===== src/rtl/noc_pkg.sv =====
// noc_pkg: shared flit types, head-flit field layout and sequence-number width for the mesh NoC
package noc_pkg;

    typedef enum logic [1:0] {
        FLIT_HEAD     = 2'b00,
        FLIT_BODY     = 2'b01,
        FLIT_TAIL     = 2'b10,
        FLIT_HEADTAIL = 2'b11
    } flit_type_e;

    localparam int NOC_X_W   = 2;
    localparam int NOC_Y_W   = 2;
    localparam int NOC_LEN_W = 3;

    localparam int DST_X_OFF = 0;
    localparam int DST_Y_OFF = DST_X_OFF + NOC_X_W;
    localparam int SRC_X_OFF = DST_Y_OFF + NOC_Y_W;
    localparam int SRC_Y_OFF = SRC_X_OFF + NOC_X_W;
    localparam int LEN_OFF   = SRC_Y_OFF + NOC_Y_W;
    localparam int HDR_W     = LEN_OFF + NOC_LEN_W;

    localparam int SEQ_W = 8;

    typedef struct packed {
        logic [SEQ_W-1:0]     seq;
        logic [NOC_LEN_W-1:0] len;
        logic [NOC_Y_W-1:0]   src_y;
        logic [NOC_X_W-1:0]   src_x;
        logic [NOC_Y_W-1:0]   dst_y;
        logic [NOC_X_W-1:0]   dst_x;
    } noc_head_t;

endpackage


===== src/rtl/noc_flit_reg.sv =====
// noc_flit_reg: single flit holding register that stays stable while the consumer stalls
module noc_flit_reg
    import noc_pkg::*;
#(
    parameter int W = 32
) (
    input  logic         clk,
    input  logic         rst,
    input  logic         in_valid,
    input  flit_type_e   in_type,
    input  logic [W-1:0] in_data,
    output logic         load_en,
    output logic         out_valid,
    input  logic         out_ready,
    output flit_type_e   out_type,
    output logic [W-1:0] out_data
);

    assign load_en = !out_valid || out_ready;

    // capture a new flit whenever the register is empty or being drained
    always_ff @(posedge clk) begin
        if (rst) begin
            out_valid <= 1'b0;
            out_type  <= FLIT_HEAD;
            out_data  <= '0;
        end else if (load_en) begin
            out_valid <= in_valid;
            if (in_valid) begin
                out_type <= in_type;
                out_data <= in_data;
            end
        end
    end

endmodule


===== src/rtl/noc_ni_tx.sv =====
// noc_ni_tx: transmit NI packetizing descriptor + payload into head/body/tail flits (option: NOC_NI_TX_SEQNUM_EN)
module noc_ni_tx
    import noc_pkg::*;
#(
    parameter int DATA_W  = 32,
    parameter int X_W     = 2,
    parameter int Y_W     = 2,
    parameter int SRC_X   = 0,
    parameter int SRC_Y   = 0,
    parameter int MAX_LEN = 4,
    localparam int LEN_W  = $clog2(MAX_LEN + 1)
) (
    input  logic              clk,
    input  logic              rst,
    input  logic              msg_valid,
    output logic              msg_ready,
    input  logic [X_W-1:0]    msg_dst_x,
    input  logic [Y_W-1:0]    msg_dst_y,
    input  logic [LEN_W-1:0]  msg_len,
    input  logic              pld_valid,
    output logic              pld_ready,
    input  logic [DATA_W-1:0] pld_data,
    output logic              flit_valid,
    input  logic              flit_ready,
    output logic [1:0]        flit_type,
    output logic [DATA_W-1:0] flit_data,
    output logic              busy,
    output logic              err_len
);

    localparam int HEAD_W = 2*X_W + 2*Y_W + LEN_W;
    localparam logic [0:0] ST_IDLE = 1'b0;
    localparam logic [0:0] ST_BODY = 1'b1;

    logic [0:0]        state;
    logic [LEN_W-1:0]  rem;
    logic [LEN_W-1:0]  len_sat;
    logic              len_ovf;
    logic              load_en;
    logic              msg_fire;
    logic              pld_fire;
    logic              in_valid;
    flit_type_e        in_type;
    flit_type_e        out_type;
    logic [DATA_W-1:0] head;
    logic [DATA_W-1:0] in_data;

    assign msg_ready = !rst && state == ST_IDLE && load_en;
    assign pld_ready = !rst && state == ST_BODY && load_en;
    assign msg_fire  = msg_valid && msg_ready;
    assign pld_fire  = pld_valid && pld_ready;
    assign len_ovf   = msg_len > LEN_W'(MAX_LEN);
    assign len_sat   = len_ovf ? LEN_W'(MAX_LEN) : msg_len;

`ifdef NOC_NI_TX_SEQNUM_EN
    logic [SEQ_W-1:0] seq;

    // count every accepted descriptor, wrapping at 256
    always_ff @(posedge clk) begin
        if (rst) seq <= '0;
        else if (msg_fire) seq <= seq + SEQ_W'(1);
    end
`endif

    // head flit: routing fields packed from the LSB, unused upper bits zero
    always_comb begin
        head = '0;
        head[HEAD_W-1:0] = {len_sat, Y_W'(SRC_Y), X_W'(SRC_X), msg_dst_y, msg_dst_x};
`ifdef NOC_NI_TX_SEQNUM_EN
        head[HEAD_W+SEQ_W-1:HEAD_W] = seq;
`endif
    end

    assign in_valid = msg_fire || pld_fire;
    assign in_type  = msg_fire ? (len_sat == '0 ? FLIT_HEADTAIL : FLIT_HEAD)
                               : (rem == LEN_W'(1) ? FLIT_TAIL : FLIT_BODY);
    assign in_data  = msg_fire ? head : pld_data;

    // packet FSM: IDLE takes descriptors, BODY counts payload words down to the tail
    always_ff @(posedge clk) begin
        if (rst) begin
            state   <= ST_IDLE;
            rem     <= '0;
            err_len <= 1'b0;
        end else begin
            err_len <= msg_fire && len_ovf;
            if (msg_fire && len_sat != '0) begin
                state <= ST_BODY;
                rem   <= len_sat;
            end else if (pld_fire) begin
                rem   <= rem - LEN_W'(1);
                state <= rem == LEN_W'(1) ? ST_IDLE : ST_BODY;
            end
        end
    end

    noc_flit_reg #(.W(DATA_W)) u_flit_reg (
        .clk      (clk),
        .rst      (rst),
        .in_valid (in_valid),
        .in_type  (in_type),
        .in_data  (in_data),
        .load_en  (load_en),
        .out_valid(flit_valid),
        .out_ready(flit_ready),
        .out_type (out_type),
        .out_data (flit_data)
    );

    assign flit_type = out_type;
    assign busy      = state != ST_IDLE || flit_valid;

endmodule


===== config.mk =====
export PLATFORM = sky130hd
export DESIGN_NAME = noc_ni_tx
export DESIGN_NICKNAME = d
export VERILOG_FILES = /design/src/rtl/noc_pkg.sv /design/src/rtl/noc_flit_reg.sv /design/src/rtl/noc_ni_tx.sv
export SDC_FILE = /design/constraint.sdc
export NUM_CORES = 1
export LEC_CHECK = 0
export CORE_MARGIN = 4
export CORE_UTILIZATION = 41
export DETAILED_ROUTE_END_ITERATION = 7
export GPL_ROUTABILITY_DRIVEN = 0
export PLACE_DENSITY = 0.79
export SYNTH_ARGS = -nofsm -noshare
export SYNTH_HDL_FRONTEND = slang
export SYNTH_SLANG_ARGS = --single-unit

===== constraint.sdc =====
create_clock -name clk -period 1.9 [get_ports clk]
set_clock_uncertainty 0.1 [all_clocks]
set_input_delay 0.285 -clock clk [delete_from_list [all_inputs] [get_ports clk]]
set_output_delay 0.285 -clock clk [all_outputs]
set_load 0.05 [all_outputs]

# Word level (Yosys, flattened, before mapping)
# Index checks and enable logic that the tools add are counted.
[totals]
register_bits = 40
inputBits = 44
out_inout_bits = 39
word_cells = 37
[classes]
add_sub_neg = 1
order_cmp = 1
eq_ne = 1
mux = 10
bitwise = 1
reduce_logical = 17
[ops]
columns = ["cell", "n"]
rows = [
  ["$mux W32", 1],
  ["$mux W3", 3],
  ["$logic_and A1 B1 Y1", 8],
  ["$mux W2", 3],
  ["$eq A3 B1 Y1 const B", 1],
  ["$gt A3 B3 Y1 const B", 1],
  ["$logic_not A3 Y1", 1],
  ["$logic_or A1 B1 Y1", 3],
  ["$mux W1", 3],
  ["$reduce_bool A3 Y1", 1],
  ["$sub A3 B1 Y3 const B", 1],
  ["$logic_not A1 Y1", 2],
  ["$reduce_and A2 Y1", 1],
  ["$reduce_bool A2 Y1", 1],
  ["$not A1 Y1", 1],
]

# Depth between registers and ports, before layout
[depth]
depth_word = 6
mapped_depth = 8

# By module
# Synthesis repeated with hierarchy kept, for this count alone.
[unflattened]
hier_cells = 251
hier_area_um2 = 2293.4
[modules_own_cells]
columns = ["mod", "instances", "cells_each", "area_per_inst_um2", "seq_area_each_um2"]
rows = [
  ["noc_flit_reg", 1, 160, 1659.1, 700.7],
  ["noc_ni_tx", 1, 91, 634.4, 100.1],
]

# Least setup slack after synthesis
# No wires, ideal clock.
[synth_timing]
path_type = "reg2out"
startpoint = "register u_flit_reg.out_valid"
endpoint = "output msg_ready"
arrival_ns = 1.844
path_slack_ns = -0.329
path_stages_with_launch = 4
path_cell_list = "dfxtp_1 -> nor2b_4 -> buf_6 -> nor3_1"
[synth_via]
elab_chain_len = 3
[synth_lines]
columns = ["element", "line_no", "source"]
rows = [
  ["from (decl)", "noc_flit_reg.sv:13", "output logic out_valid,"],
  ["from (signal assigned)", "noc_flit_reg.sv:28", "out_valid <= in_valid;"],
  ["$logic_not A1 Y1", "noc_flit_reg.sv:19", "assign load_en = !out_valid || out_ready;"],
  ["$logic_or A1 B1 Y1", "noc_flit_reg.sv:19", ""],
  ["$logic_and A1 B1 Y1", "noc_ni_tx.sv:48", "assign msg_ready = !rst && state == ST_IDLE && load_en;"],
  ["to (decl)", "noc_ni_tx.sv:16", "output logic msg_ready,"],
]
# Every way passes these cells.

# Worst setup path in the final report
[layout_timing]
startpoint = "register u_flit_reg.out_data[2]"
endpoint = "output flit_data[2]"
[layout_rtl]
columns = ["element", "line_no", "source"]
rows = [
  ["from (decl)", "noc_flit_reg.sv:16", "output logic [W-1:0] out_data"],
  ["from (signal assigned)", "noc_flit_reg.sv:31", "out_data <= in_data;"],
  ["to (decl)", "noc_ni_tx.sv:26", "output logic [DATA_W-1:0] flit_data,"],
]
# No word-level cell between the ends.

==> results.toml <==
[yosys]
synthTopCellsByArea = "dfxtp_1 43%, nand2_1 13%, a21oi_2 9.4%"
yosysMostFrequentCell = "nand2_1"
synth-edff-count = 0
synth_nets = 253
post_synth_most_frequent_cells = "63 x nand2_1, 40 x dfxtp_1, 20 x a21oi_2"
synth_top_cell_area_share_pct = 43.1
synthesis.instances = 207
avgSynthCellArea_um2 = 8.97
yosysWarnings = 0
dominantRegCellSynth = "dfxtp_1"
ys_types = 42
synth_seq_cells = 40
async_flop_share_pct = 0
syn_area_mm2 = 0.00186
yosysSeqAreaShare_pct = 43.1
synth_area_leader_cell = "dfxtp_1"

[sta]
hold_slack_ns = 0.358
rsz0062_at_grt = "false"
finalCritPeriodShare_pct = 96.5
hold_viol_final = 0
finalSetupTns_ns = 0
max_freq_mhz = 546
drv_slew = 0
slew-limit-headroom_pct = 66.0
tightest_slew_ns = 0.509
setup_viol = 0
fin_crit_ns = 1.83

[clock_network]
cts_resized = 0
cts_tree = "done"
htreeDepth = 2
cts_buffers = 5
cts_num_sinks = 40
ctsHoldBuffers = 0
clock_path_buffers = 2
cts-root-buf = "clkbuf_8"
clkTransAtPathRegs_ns = 0.08
clkLatencyLatePin_ns = 0.29
cts_setup_buffers = 0

[place]
place.port_buffers = 82
place_hpwl_mm = 3.87

[setup_path]
regToRegSetupSlack_ns = 0.27
crit_path_max_incr_delay_ns = 0.81
start_kind = "register"
crit_required_ns = 1.51
r2r_end = "u_flit_reg.out_data[9]"
crit_type = "reg2out"
rr_startpoint = "state"
critPathSlowestCell = "clkdlybuf4s50_1"
cp-endpoint = "flit_data[2]"
r2r_cells = 5
cp-end-kind = "primary output"
crit_start = "u_flit_reg.out_data[2]"
cp_num_cells = 1
arrival_ns = 1.45
path_cells = "clkdlybuf4s50_1"
path_max_fanout = 2
critPathTopFamily = "buffers and inverters"
path_buf_inv = 1

[power_and_ir_drop]
p_leak_nw = 1.08
p_clk_share_pct = 32.2
combinationalPowerShare_pct = 26.5
pwr_density_cell_mw_per_mm2 = 739
sequentialPowerShare_pct = 41.4
ir_worst_vdd_mv = 0.473
switching_share_pct = 29.6
p_switching_mw = 0.651
p_int_mw = 1.55

[run_status]
outcome = "complete, no violations"

[drt]
drt_iter0_markers = 77
drc = 0
wl_per_cell_um = 13.7
dr.pass1.iters = 4
wl_mm = 4.96
via_per_inst = 4.94
antenna_left = 0
num_vias = 1787

[final_layout]
drive_above_1_share_pct = 25.5
syn_to_final_growth_pct = 60.2
nFillCells = 379
nNetsFinal = 355
finish.utilization_pct = 68.3
n_antenna_cell = 0

[floorplanning]
dieWidth_um = 75.3
placementRows = 24
die_h_um = 75.3
start_util_pct = 42.6
top_level_ports = 83
core_area_mm2 = 0.00435
die-area_mm2 = 0.00567

[worst_hold_path]
min_path_type = "reg2reg"

[global_routing]
grt_use_total_pct = 17.3
grt_pass1_wl_mm = 7.71
grt_pass1_vias = 1791
grt_max_degree = 19
gr-total-overflow = 0
antenna_found_initial = 0

[flow_run]
cap_violations = 0
sequential cells by signal (all words and copies together), names as in the netlist:
signal and flops:
err_len 1, u_flit_reg.out_type 2, u_flit_reg.out_valid 1, state 1
rem 3, u_flit_reg.out_data 32
metrics by stage:
stage               total power [mW]  area (um^2)  std cells  setup slack (ns)
floorplan                       1.27         1860        207            0.0463
global placement                1.50         2860        354           -0.0377
detailed placement              1.51         2860        354            -0.109
CTS                             2.22         2980        362            0.0526
global route                    2.29         2980        362           0.00940
finish                          2.20         2980        362            0.0669
power groups by stage:
stage	Sequential, mW	Combinational, mW	Clock [mW]
4_1_cts	0.910	0.586	0.725
6_report	0.910	0.582	0.707
5_1_grt	0.916	0.617	0.756
3_5_place_dp	0.929	0.584	0
2_1_floorplan	1.03	0.233	0
3_3_place_gp	0.927	0.577	0
placed cells by master (no fill, tap or decap), types with 2 or more instances in the layout:
master / n
a21oi_1: 7
nor3_1: 7
nand2b_1: 4
ha_1: 2
buf_12: 5
inv_1: 2
clkdlybuf4s50_1: 73
nor2b_1: 3
nor2_1: 8
a21o_1: 2
a311oi_2: 5
clkbuf_8: 5
dfxtp_1: 40
nand4_1: 2
a211oi_1: 4
buf_4: 32
a21oi_2: 20
nand2_1: 63
how the worst min path moves through the flow:
stage	startpoint	to	slack [ns]	cells past startpoint
2_1_floorplan	msg_len[2]	rem[0]	0.31	1
3_3_place_gp	u_flit_reg.out_data[22]	u_flit_reg.out_data[22]	0.34	2
3_5_place_dp	u_flit_reg.out_data[23]	u_flit_reg.out_data[23]	0.35	2
4_1_cts	u_flit_reg.out_data[23]	u_flit_reg.out_data[23]	0.36	2
5_1_grt	u_flit_reg.out_data[23]	u_flit_reg.out_data[23]	0.38	2
6_report	u_flit_reg.out_data[23]	u_flit_reg.out_data[23]	0.36	2
per-layer routing:
layer	track usage, %	share of wire, %	vias up
li1	-	-	910
met1	21.3	43	818
met2	30.7	50	51
met3	2.64	5.7	8
met4	5.83	1.8	0
met5	0	0	-
worst min-delay path, delay by kind of cell, from the launching register on:
kind            cells  cell delay (ns)
simple gates        1             0.05
compound gates      1             0.05
flops               1             0.31
kinds of logic after synthesis:
logic type | share of synthesized area (%)
simple gates | 25.1
compound gates | 22.1
flops | 43.1
buf+inv | 7.82
fa+ha+maj | 1.35
xor+xnor | 0.472
layout make-up:
| type | instances | area, um^2 | area share [%] |
|---|---|---|---|
| multi-input combinational | 150 | 916 | 30.8 |
| sequential | 40 | 801 | 26.9 |
| clock buffer | 5 | 68.8 | 2.31 |
| inverter | 2 | 7.51 | 0.252 |
| clock inverter | 3 | 46.3 | 1.56 |
| timing repair buffer | 110 | 1070 | 36.0 |
| tap | 52 | 65.1 | 2.19 |
No activity file was read; power rests on OpenSTA's default activity.
